### src/rtl/fp16_pkg.sv
// Shared fp16 type and constants used by the multiplier scheduler and the multiplier.
package fp16_pkg;

  typedef logic [15:0] fp16_t;

  localparam fp16_t FP16_ZERO = 16'h0000;
  localparam fp16_t FP16_ONE  = 16'h3C00;
  localparam fp16_t FP16_QNAN = 16'h7E00;

endpackage

### src/rtl/fp16mult.sv
// fp16 multiplier: round-to-nearest-even, subnormals flushed to zero, LAT register stages.
module fp16mult
  import fp16_pkg::*;
#(
  parameter int unsigned LAT = 1
) (
  input  logic  clk,
  input  logic  rst,
  input  fp16_t a,
  input  fp16_t b,
  output fp16_t x
);

  function automatic fp16_t fp16_mul(input fp16_t op_a, input fp16_t op_b);
    logic        sign;
    logic [4:0]  ea, eb;
    logic [9:0]  fa, fb;
    logic        a_nan, b_nan, a_inf, b_inf, a_zero, b_zero;
    logic [21:0] prod;
    logic [10:0] sig;
    logic        rnd, stk;
    logic [11:0] sig_r;
    int          e_res;
    fp16_t       res;
    sign   = op_a[15] ^ op_b[15];
    ea     = op_a[14:10];
    eb     = op_b[14:10];
    fa     = op_a[9:0];
    fb     = op_b[9:0];
    a_nan  = (ea == 5'h1F) && (fa != 10'h000);
    b_nan  = (eb == 5'h1F) && (fb != 10'h000);
    a_inf  = (ea == 5'h1F) && (fa == 10'h000);
    b_inf  = (eb == 5'h1F) && (fb == 10'h000);
    a_zero = (ea == 5'h00);
    b_zero = (eb == 5'h00);
    prod   = 22'({1'b1, fa}) * 22'({1'b1, fb});
    e_res  = int'(ea) + int'(eb) - 15;
    if (prod[21]) begin
      sig   = prod[21:11];
      rnd   = prod[10];
      stk   = |prod[9:0];
      e_res = e_res + 1;
    end else begin
      sig = prod[20:10];
      rnd = prod[9];
      stk = |prod[8:0];
    end
    sig_r = {1'b0, sig} + 12'(rnd && (stk || sig[0]));
    if (sig_r[11]) begin
      sig_r = sig_r >> 1;
      e_res = e_res + 1;
    end
    if (a_nan || b_nan || (a_inf && b_zero) || (b_inf && a_zero)) begin
      res = FP16_QNAN;
    end else if (a_inf || b_inf || e_res >= 31) begin
      res = {sign, 5'h1F, 10'h000};
    end else if (a_zero || b_zero || e_res <= 0) begin
      res = {sign, 15'h0000};
    end else begin
      res = {sign, e_res[4:0], sig_r[9:0]};
    end
    return res;
  endfunction

  fp16_t x_comb;
  assign x_comb = fp16_mul(a, b);

  if (LAT == 0) begin : g_comb
    assign x = x_comb;
  end else begin : g_pipe
    fp16_t stage_q [LAT];
    always_ff @(posedge clk) begin
      if (!rst) begin
        for (int i = 0; i < int'(LAT); i++) stage_q[i] <= FP16_ZERO;
      end else begin
        stage_q[0] <= x_comb;
        for (int i = 1; i < int'(LAT); i++) stage_q[i] <= stage_q[i-1];
      end
    end
    assign x = stage_q[LAT-1];
  end

endmodule

### src/rtl/rr_pick.sv
// Round-robin picker: first set request at or after ptr, wrapping modulo N.
module rr_pick #(
  parameter  int unsigned N   = 4,
  localparam int unsigned IDW = $clog2(N)
) (
  input  logic [N-1:0]   req,
  input  logic [IDW-1:0] ptr,
  output logic [N-1:0]   gnt,
  output logic [IDW-1:0] gnt_idx,
  output logic           any
);

  logic [IDW:0]   sum;
  logic [IDW-1:0] idx;

  // ptr < N and k < N, so one conditional subtract implements the wrap.
  always_comb begin
    gnt     = '0;
    gnt_idx = '0;
    any     = 1'b0;
    sum     = '0;
    idx     = '0;
    for (int k = 0; k < int'(N); k++) begin
      sum = (IDW+1)'(ptr) + (IDW+1)'(k);
      idx = (sum >= (IDW+1)'(N)) ? IDW'(sum - (IDW+1)'(N)) : IDW'(sum);
      if (!any && req[idx]) begin
        gnt[idx] = 1'b1;
        gnt_idx  = idx;
        any      = 1'b1;
      end
    end
  end

endmodule

### src/rtl/fp16mult_rr_sched.sv
// Time-shares one fp16mult between NREQ requesters; products return to their requester.
module fp16mult_rr_sched
  import fp16_pkg::*;
#(
  parameter  int unsigned NREQ     = 4,
  parameter  int unsigned MULT_LAT = 1,
  localparam int unsigned IDW      = $clog2(NREQ)
) (
  input  logic               clk,
  input  logic               rst,
  input  logic               en,
  input  logic [NREQ-1:0]    req_valid,
  output logic [NREQ-1:0]    req_ready,
  input  logic [16*NREQ-1:0] req_a,
  input  logic [16*NREQ-1:0] req_b,
  output logic [NREQ-1:0]    rsp_valid,
  output fp16_t              rsp_data,
  output logic [IDW+1:0]     inflight,
  output logic               busy
);

  logic [NREQ-1:0] pick_req;
  logic [NREQ-1:0] gnt;
  logic [IDW-1:0]  gnt_idx;
  logic            any_gnt;
  logic [IDW-1:0]  rr_ptr_q, rr_ptr_d;
  fp16_t           opnd_a_q, opnd_b_q;
  logic            opnd_vld_q;
  logic [IDW-1:0]  opnd_id_q;
  logic            tag_vld;
  logic [IDW-1:0]  tag_id;
  logic [IDW+1:0]  inflight_q, inflight_d;
  fp16_t           a_arr [NREQ];
  fp16_t           b_arr [NREQ];

  for (genvar i = 0; i < int'(NREQ); i++) begin : g_unpack
    assign a_arr[i] = req_a[16*i +: 16];
    assign b_arr[i] = req_b[16*i +: 16];
  end

  // Masking the requests keeps ready low during reset and while disabled.
  assign pick_req = (en && rst) ? req_valid : '0;

  rr_pick #(
    .N(NREQ)
  ) u_rr_pick (
    .req    (pick_req),
    .ptr    (rr_ptr_q),
    .gnt    (gnt),
    .gnt_idx(gnt_idx),
    .any    (any_gnt)
  );

  assign req_ready = gnt;

  always_comb begin
    rr_ptr_d = rr_ptr_q;
    if (any_gnt) begin
      rr_ptr_d = (gnt_idx == IDW'(NREQ - 1)) ? '0 : gnt_idx + IDW'(1);
    end
  end

  always_ff @(posedge clk) begin
    if (!rst) begin
      rr_ptr_q   <= '0;
      opnd_vld_q <= 1'b0;
      opnd_id_q  <= '0;
      opnd_a_q   <= FP16_ZERO;
      opnd_b_q   <= FP16_ZERO;
    end else begin
      rr_ptr_q   <= rr_ptr_d;
      opnd_vld_q <= any_gnt;
      if (any_gnt) begin
        opnd_id_q <= gnt_idx;
        opnd_a_q  <= a_arr[gnt_idx];
        opnd_b_q  <= b_arr[gnt_idx];
      end
    end
  end

  fp16mult #(
    .LAT(MULT_LAT)
  ) u_fp16mult (
    .clk(clk),
    .rst(rst),
    .a  (opnd_a_q),
    .b  (opnd_b_q),
    .x  (rsp_data)
  );

  // Requester tag travels alongside the multiplier pipeline.
  if (MULT_LAT == 0) begin : g_tag_bypass
    assign tag_vld = opnd_vld_q;
    assign tag_id  = opnd_id_q;
  end else begin : g_tag_pipe
    logic           vld_q [MULT_LAT];
    logic [IDW-1:0] id_q  [MULT_LAT];
    always_ff @(posedge clk) begin
      if (!rst) begin
        for (int s = 0; s < int'(MULT_LAT); s++) begin
          vld_q[s] <= 1'b0;
          id_q[s]  <= '0;
        end
      end else begin
        vld_q[0] <= opnd_vld_q;
        id_q[0]  <= opnd_id_q;
        for (int s = 1; s < int'(MULT_LAT); s++) begin
          vld_q[s] <= vld_q[s-1];
          id_q[s]  <= id_q[s-1];
        end
      end
    end
    assign tag_vld = vld_q[MULT_LAT-1];
    assign tag_id  = id_q[MULT_LAT-1];
  end

  always_comb begin
    rsp_valid = '0;
    if (tag_vld) rsp_valid[tag_id] = 1'b1;
  end

  always_comb begin
    inflight_d = inflight_q;
    if (any_gnt && !tag_vld) begin
      inflight_d = inflight_q + (IDW+2)'(1);
    end else if (!any_gnt && tag_vld) begin
      inflight_d = inflight_q - (IDW+2)'(1);
    end
  end

  always_ff @(posedge clk) begin
    if (!rst) inflight_q <= '0;
    else      inflight_q <= inflight_d;
  end

  assign inflight = inflight_q;
  assign busy     = (inflight_q != '0);

endmodule

### config.mk
export PLATFORM = sky130hd
export DESIGN_NAME = fp16mult_rr_sched
export DESIGN_NICKNAME = d
export VERILOG_FILES = /design/src/rtl/fp16_pkg.sv /design/src/rtl/fp16mult.sv /design/src/rtl/rr_pick.sv /design/src/rtl/fp16mult_rr_sched.sv
export SDC_FILE = /design/constraint.sdc
export NUM_CORES = 1
export LEC_CHECK = 0
export BUFFER_PORTS_ARGS = -buffer_cell sky130_fd_sc_hd__buf_2
export CAP_MARGIN = 30
export CORE_UTILIZATION = 55
export CTS_CLUSTER_SIZE = 25
export DETAILED_ROUTE_END_ITERATION = 12
export PLACE_DENSITY = 0.79
export SYNTH_ARGS = -nofsm -noshare
export SYNTH_HDL_FRONTEND = slang
export SYNTH_SLANG_ARGS = --single-unit
### constraint.sdc
create_clock -name clk -period 13.85 [get_ports clk]
set_input_delay 1.385 -clock clk [delete_from_list [all_inputs] [get_ports clk]]
set_output_delay 1.385 -clock clk [all_outputs]
set_load 0.1 [all_outputs]
==> out/results.ini, run 1 <==
[clocking]
cts_setup_buffers = 0
numCtsBuffers = 9
root_buffer = clkbuf_16
cts_buffer_depth = 2
cts_max_level = 3
cts_tree = done
clkSinkCount = 60
clk_pin_slew_ns = 0.05
worstSkewPairLatency_ns = 0.33
hold_buffers = 0
ctsResizeCount = 0

[placed_design]
port_buffers = 163
gp_congestion = 0.917
dp_hpwl_microns = 19200

[worst_setup_path]
crit_top_cell = inv_1
ff2ff_path_depth = 26
cp_top_family = adder cells
cp.depth = 26
start_kind = flop
r2r-start = opnd_b_q[9]
r2r_slack_ns = 5.59
worstPathRequired_ns = 14.09
cp.buffers_inverters = 7
path_max_fanout = 23
setup.worst_path.end_class = flop
crit_arrival_ns = 8.50
slowest_delay_ns = 0.70
critPathKind = flop to flop
r2r-end = u_fp16mult.g_pipe.stage_q[0][2]
crit_slowest_cell = nor3_4

[sta]
slew_viol_final = 0
finClkSkew_ns = 0.00456
period_minus_slack_ns = 8.26
rsz0062_at_grt = no
hold_slack_ns = 0.436
worst_pin_slew_ns = 0.910
setup_viol = 0
finalCritPeriodShare = 0.596
hold_viol_final = 0
tns_ns = 0
fmax_mhz = 121
maxSlewHeadroom = 0.390

[run_status]
outcome = completed

[yosys]
ys.flop_type = dfxtp_1
avgSynthCellArea_sq_um = 7.98
ys_seq_area_frac = 0.128
synth_edf_count = 0
syn_inst = 1173
synth_area_leaders = fa_1 18%, dfxtp_1 13%, ha_1 10%
synth_cell_type_count = 88
async_flop_share = 0
synth_seq_cells = 60
synth_nets = 1467
syn_area_sq_um = 9360
synth_largest_area_cell = fa_1
synth_top_area_share = 0.175
synth_warnings = 0

[floorplan]
rows = 47
fp.dieH_microns = 132
die_w_microns = 132
start_util = 0.564
io_pins = 164
die-area_sq_um = 17500
core_sq_um = 16600

[final_layout]
nets = 1584
drive_gt1_frac = 0.176
fillers = 1440
area_growth_pct = 12.2
antenna_cells = 0
fin_util = 0.633

[drt]
route.detailed.drc = 0
via_per_inst = 5.76
drt-pass1-iter-count = 5
wl_per_cell_microns = 15.6
antenna_left = 0
vias = 8721
first_iter_violations = 667
wl_microns = 23600

[global_routing]
grt_pass1_vias = 8368
grt.total_usage = 0.279
antenna_found_initial = 0
overflow = 0
grt_pass1_wl_microns = 39900
grt_max_degree = 50

[min_path]
whs_path_depth = 1
min_path_type = flop to flop
hp-start = opnd_vld_q
min_to = g_tag_pipe.vld_q[0]

[power]
fin_total_pwr_w = 0.00198
p_leak_nw = 5.20
peakVddDrop_mv = 0.177
power.density_nw_per_um2 = 189

[flow_run]
maxCapViolCount = 0

[through the flow]
step / area, sq um / setup WS (ns) / cells
finish: 10500 / 5.59 / 1514
global route: 10500 / 4.98 / 1514
CTS: 10500 / 5.65 / 1514
detailed placement: 10200 / 5.66 / 1499
global placement: 10200 / 5.88 / 1499
floorplan: 9360 / 6.46 / 1173
[worst max-delay path by stage]
stage	startpoint	to	slack (ns)
after floorplan	opnd_b_q[9]	u_fp16mult.g_pipe.stage_q[0][3]	6.46
after global placement	opnd_b_q[9]	u_fp16mult.g_pipe.stage_q[0][4]	5.88
after detailed placement	opnd_b_q[9]	u_fp16mult.g_pipe.stage_q[0][2]	5.66
after CTS	opnd_b_q[9]	u_fp16mult.g_pipe.stage_q[0][2]	5.65
after global routing	opnd_a_q[5]	u_fp16mult.g_pipe.stage_q[0][2]	4.98
final	opnd_b_q[9]	u_fp16mult.g_pipe.stage_q[0][2]	5.59
[power breakdown]
| part | leakage, nW | switching (W) | total, W | internal (W) |
|---|---|---|---|---|
| sequential | 0.495 | 0.0000648 | 0.000276 | 0.000211 |
| clock | 0.124 | 0.0000805 | 0.000199 | 0.000119 |
| combinational | 4.58 | 0.000965 | 0.00150 | 0.000538 |
[logic make-up after synthesis]
group | share of synthesized area
DFF | 0.128
AOI/OAI and AO/OA | 0.174
adders and majority gates | 0.278
and+or+nand+nor | 0.233
xor gates and xnor gates | 0.0492
muxes | 0.0518
buffers and inverters | 0.0856
[cell type report]
class,count,area [sq um],share of cell area
clock buffers,10,229,0.0218
clock inverters,5,30.0,0.00286
inverters,141,529,0.0504
multi-input cells,910,7380,0.703
flip-flops and latches,60,1200,0.114
well taps,220,275,0.0262
repair buffers,168,853,0.0813
[sequential cells by signal (all words and copies together) (netlist names)]
signal	cells
opnd_id_q	2
g_tag_pipe.id_q	2
opnd_a_q	16
u_fp16mult.g_pipe.stage_q	16
inflight	4
g_tag_pipe.vld_q	1
opnd_vld_q	1
rr_ptr_q	2
opnd_b_q	16
[cells in the mapped netlist, types with 19 or more instances]
library cell,count
clkbuf_1,42
and2_1,45
nor2_1,62
nand3_1,22
ha_1,77
nor3_1,22
nand2_1,180
fa_1,82
xnor2_1,28
mux2i_1,45
inv_1,139
dfxtp_1,60
a21oi_1,34
and3_1,20
xor2_1,19
o21ai_0,54
[cell usage in the layout, fill, tap and decap left out, types with 8 or more instances in the layout]
| cell type | count |
|---|---|
| nor2b_1 | 16 |
| nor3_1 | 21 |
| nor4_1 | 9 |
| ha_1 | 77 |
| buf_2 | 163 |
| dfxtp_1 | 60 |
| o21a_1 | 14 |
| nor2_1 | 62 |
| a311oi_1 | 15 |
| o21ai_0 | 53 |
| and2_1 | 45 |
| a22oi_1 | 9 |
| clkbuf_16 | 9 |
| inv_1 | 139 |
| xor2_1 | 19 |
| mux2i_1 | 45 |
| a31oi_1 | 8 |
| a21o_1 | 13 |
| o22ai_1 | 9 |
| nand2_1 | 180 |
| fa_1 | 82 |
| xnor2_1 | 28 |
| nand3_1 | 22 |
| and3_1 | 20 |
| a21oi_1 | 34 |
[routing by layer]
| metal | vias up | global-route usage | part of all wire |
|---|---|---|---|
| li1 | 4237 | - | - |
| met1 | 4096 | 0.362 | 0.44 |
| met2 | 334 | 0.477 | 0.47 |
| met3 | 54 | 0.0429 | 0.063 |
| met4 | 0 | 0.0888 | 0.026 |
| met5 | - | 0 | 0 |
Note: power is estimated with default switching activity, not from simulation.
==> inputs of run 2 (changes only) <==
- clock period: 13.85 -> 7.8 ns (I/O delays scaled with it)
==> run 2 against run 1 <==
Combinational power rose by 84%. Critical path depth up 1. Setup slack worse by 5.2 ns. Clock skew grew 0.00078 ns. Clock power up 120%. Sequential power up 78%. First-iteration DRC count increased by 6.0%. Clock-buffer cell count unchanged. Total power rose by 86%. Wire length increased by 0.91%. Critical path type unchanged. Critical endpoint is now u_fp16mult.g_pipe.stage_q[0][9]. Largest power group unchanged.
==> out/results.ini, run 2 (synthesized netlist as in run 1, its figures left out) <==
[global_routing]
antenna_found_initial = 0  ; unchanged
grt.total_usage = 0.283  ; was 0.279
grt_max_degree = 53  ; was 50
overflow = 0  ; unchanged
grt_pass1_wl_microns = 40400  ; was 39900 microns
grt_pass1_vias = 8603  ; was 8368

[power]
p_int_w = 0.00168  ; was 0.000868 W
clkPwrFrac = 0.118  ; was 0.101
p_leak_nw = 5.34  ; was 5.20 nW
p_seq_frac = 0.133  ; was 0.140
peakVddDrop_mv = 0.299  ; was 0.177 mV
power.density_nw_per_um2 = 343  ; was 189 nW/um^2
fin_total_pwr_w = 0.00369  ; was 0.00198 W
power_switching_w = 0.00200  ; was 0.00111 W
sw_frac_of_total = 0.544  ; was 0.561
pwr-share-comb = 0.749  ; was 0.760

[final_layout]
area_growth_pct = 14.8  ; was 12.2%
fillers = 1400  ; was 1440
final_common_cell = nand2_1  ; unchanged
fin_util = 0.648  ; was 0.633
drive_gt1_frac = 0.199  ; was 0.176
antenna_cells = 0  ; unchanged
reg.largest.list = opnd_a_q x16, opnd_b_q x16, u_fp16mult.g_pipe.stage_q x16  ; unchanged
ff_latch_area_sq_um = 1220  ; was 1200 sq um
final_cell_area_sq_um = 10700  ; was 10500 sq um
final_cell_mix = 180 x nand2_1, 163 x buf_2, 139 x inv_1, 82 x fa_1, 77 x ha_1  ; unchanged
multiInputGateArea_sq_um = 7400  ; was 7380 sq um
nets = 1600  ; was 1584

[clocking]
cts_buffer_depth = 2  ; unchanged
worstSkewPairLatency_ns = 0.34  ; was 0.33 ns
cts_tree = done  ; unchanged
hold_buffers = 0  ; unchanged
numCtsBuffers = 9  ; unchanged
root_buffer = clkbuf_16  ; unchanged
cts_max_level = 3  ; unchanged
clkSinkCount = 60  ; unchanged
clk_pin_slew_ns = 0.06  ; was 0.05 ns

[worst_setup_path]
path_max_fanout = 10  ; was 23
setup.worst_path.end_class = flop  ; unchanged
r2r-end = u_fp16mult.g_pipe.stage_q[0][9]  ; was u_fp16mult.g_pipe.stage_q[0][2]
ff2ff_path_depth = 27  ; was 26
critPathKind = flop to flop  ; unchanged
slowest_delay_ns = 0.54  ; was 0.70 ns
cp.buffers_inverters = 6  ; was 7
crit_slowest_cell = fa_1  ; was nor3_4
crit_arrival_ns = 7.63  ; was 8.50 ns
cp_top_family = adder cells  ; unchanged
r2r_slack_ns = 0.39  ; was 5.59 ns
critPathLaunch = opnd_a_q[1]  ; was opnd_b_q[9]
start_kind = flop  ; unchanged
r2r-start = opnd_a_q[1]  ; was opnd_b_q[9]
worstPathRequired_ns = 8.02  ; was 14.09 ns

[drt]
antenna_left = 0  ; unchanged
first_iter_violations = 707  ; was 667
via_per_inst = 5.77  ; was 5.76
drt-pass1-iter-count = 6  ; was 5
wl_per_cell_microns = 15.6  ; about the same
vias = 8840  ; was 8721
wl_microns = 23800  ; was 23600 microns
route.detailed.drc = 0  ; unchanged

[floorplan]
start_util = 0.564  ; unchanged
io_pins = 164  ; unchanged
die_w_microns = 132  ; unchanged
core_sq_um = 16600  ; unchanged
rows = 47  ; unchanged
fp.dieH_microns = 132  ; unchanged
die-area_sq_um = 17500  ; unchanged

[placed_design]
placed_area_sq_um = 10300  ; was 10200 sq um
dp_hpwl_microns = 19200  ; about the same
port_buffers = 163  ; unchanged
gp_congestion = 0.936  ; was 0.917

[min_path]
min_to = g_tag_pipe.id_q[0][0]  ; was g_tag_pipe.vld_q[0]
min_path_type = flop to flop  ; unchanged
whs_path_depth = 1  ; unchanged
hp-start = opnd_id_q[0]  ; was opnd_vld_q

[sta]
setup_viol = 0  ; unchanged
rsz0062_at_grt = no  ; unchanged
slew_viol_final = 0  ; unchanged
tns_ns = 0  ; unchanged
maxSlewHeadroom = 0.394  ; was 0.390
worst_pin_slew_ns = 0.902  ; was 0.910 ns
finalCritPeriodShare = 0.950  ; was 0.596
period_minus_slack_ns = 7.41  ; was 8.26 ns
finClkSkew_ns = 0.00534  ; was 0.00456 ns
fmax_mhz = 135  ; was 121 MHz
hold_viol_final = 0  ; unchanged

[run_status]
outcome = completed  ; unchanged

[flow_run]
maxCapViolCount = 0  ; unchanged

## run 2: changes by cell type in the layout (fill, tap and decap cells not counted), moves of 2 or more
cell,before,now
clkinv_4,0,2
clkinvlp_4,2,0
buf_4,5,20
dfxtp_2,0,14
dfxtp_1,60,46
bufinv_16,0,2
## run 2: cell type report
type | instances | area share
multi-input combinational | 910 | 0.689
sequential | 60 | 0.113
timing repair buffer | 184 | 0.0918
inverter | 141 | 0.0493
tap | 220 | 0.0256
clock buffer | 10 | 0.0223
clock inverter | 6 | 0.00816
## run 2: what timing repair did
action / in CTS / in global routing
setup endpoints to repair: 0 / 15
resized for setup: 0 / 18
buffers inserted: 0 / 3
## run 2: worst max-delay path by stage
| stage | to | cells past startpoint |
|---|---|---|
| floorplan | u_fp16mult.g_pipe.stage_q[0][3] | 30 |
| global placement | u_fp16mult.g_pipe.stage_q[0][12] | 25 |
| detailed placement | u_fp16mult.g_pipe.stage_q[0][14] | 23 |
| CTS | u_fp16mult.g_pipe.stage_q[0][14] | 23 |
| global route | u_fp16mult.g_pipe.stage_q[0][9] | 27 |
| finish | u_fp16mult.g_pipe.stage_q[0][9] | 27 |
## run 2: per-layer routing
layer / vias up / share of wire / track usage / wire length (microns)
met5: - / 0 / 0 / 0
met4: 0 / 0.025 / 0.100 / 595
met3: 42 / 0.059 / 0.0333 / 1420
met2: 346 / 0.49 / 0.494 / 11600
met1: 4196 / 0.43 / 0.362 / 10200
li1: 4256 / - / - / -
## run 2: power by group through the flow
stage	clock network, W	logic [W]	registers [W]
after floorplan	0	0.00204	0.000573
after CTS	0.000442	0.00271	0.000484
final	0.000435	0.00276	0.000491
after detailed placement	0	0.00269	0.000491
after global placement	0	0.00265	0.000485
after global routing	0.000452	0.00306	0.000503
## run 2: per-stage QoR
stage | setup WS [ns] | hold WS (ns) | std cells
floorplan | 0.414 | 0.412 | 1173
global placement | 0.381 | 0.422 | 1512
global route | 0.0143 | 0.474 | 1531
detailed placement | 0.180 | 0.443 | 1512
CTS | 0.155 | 0.459 | 1528
finish | 0.388 | 0.460 | 1531
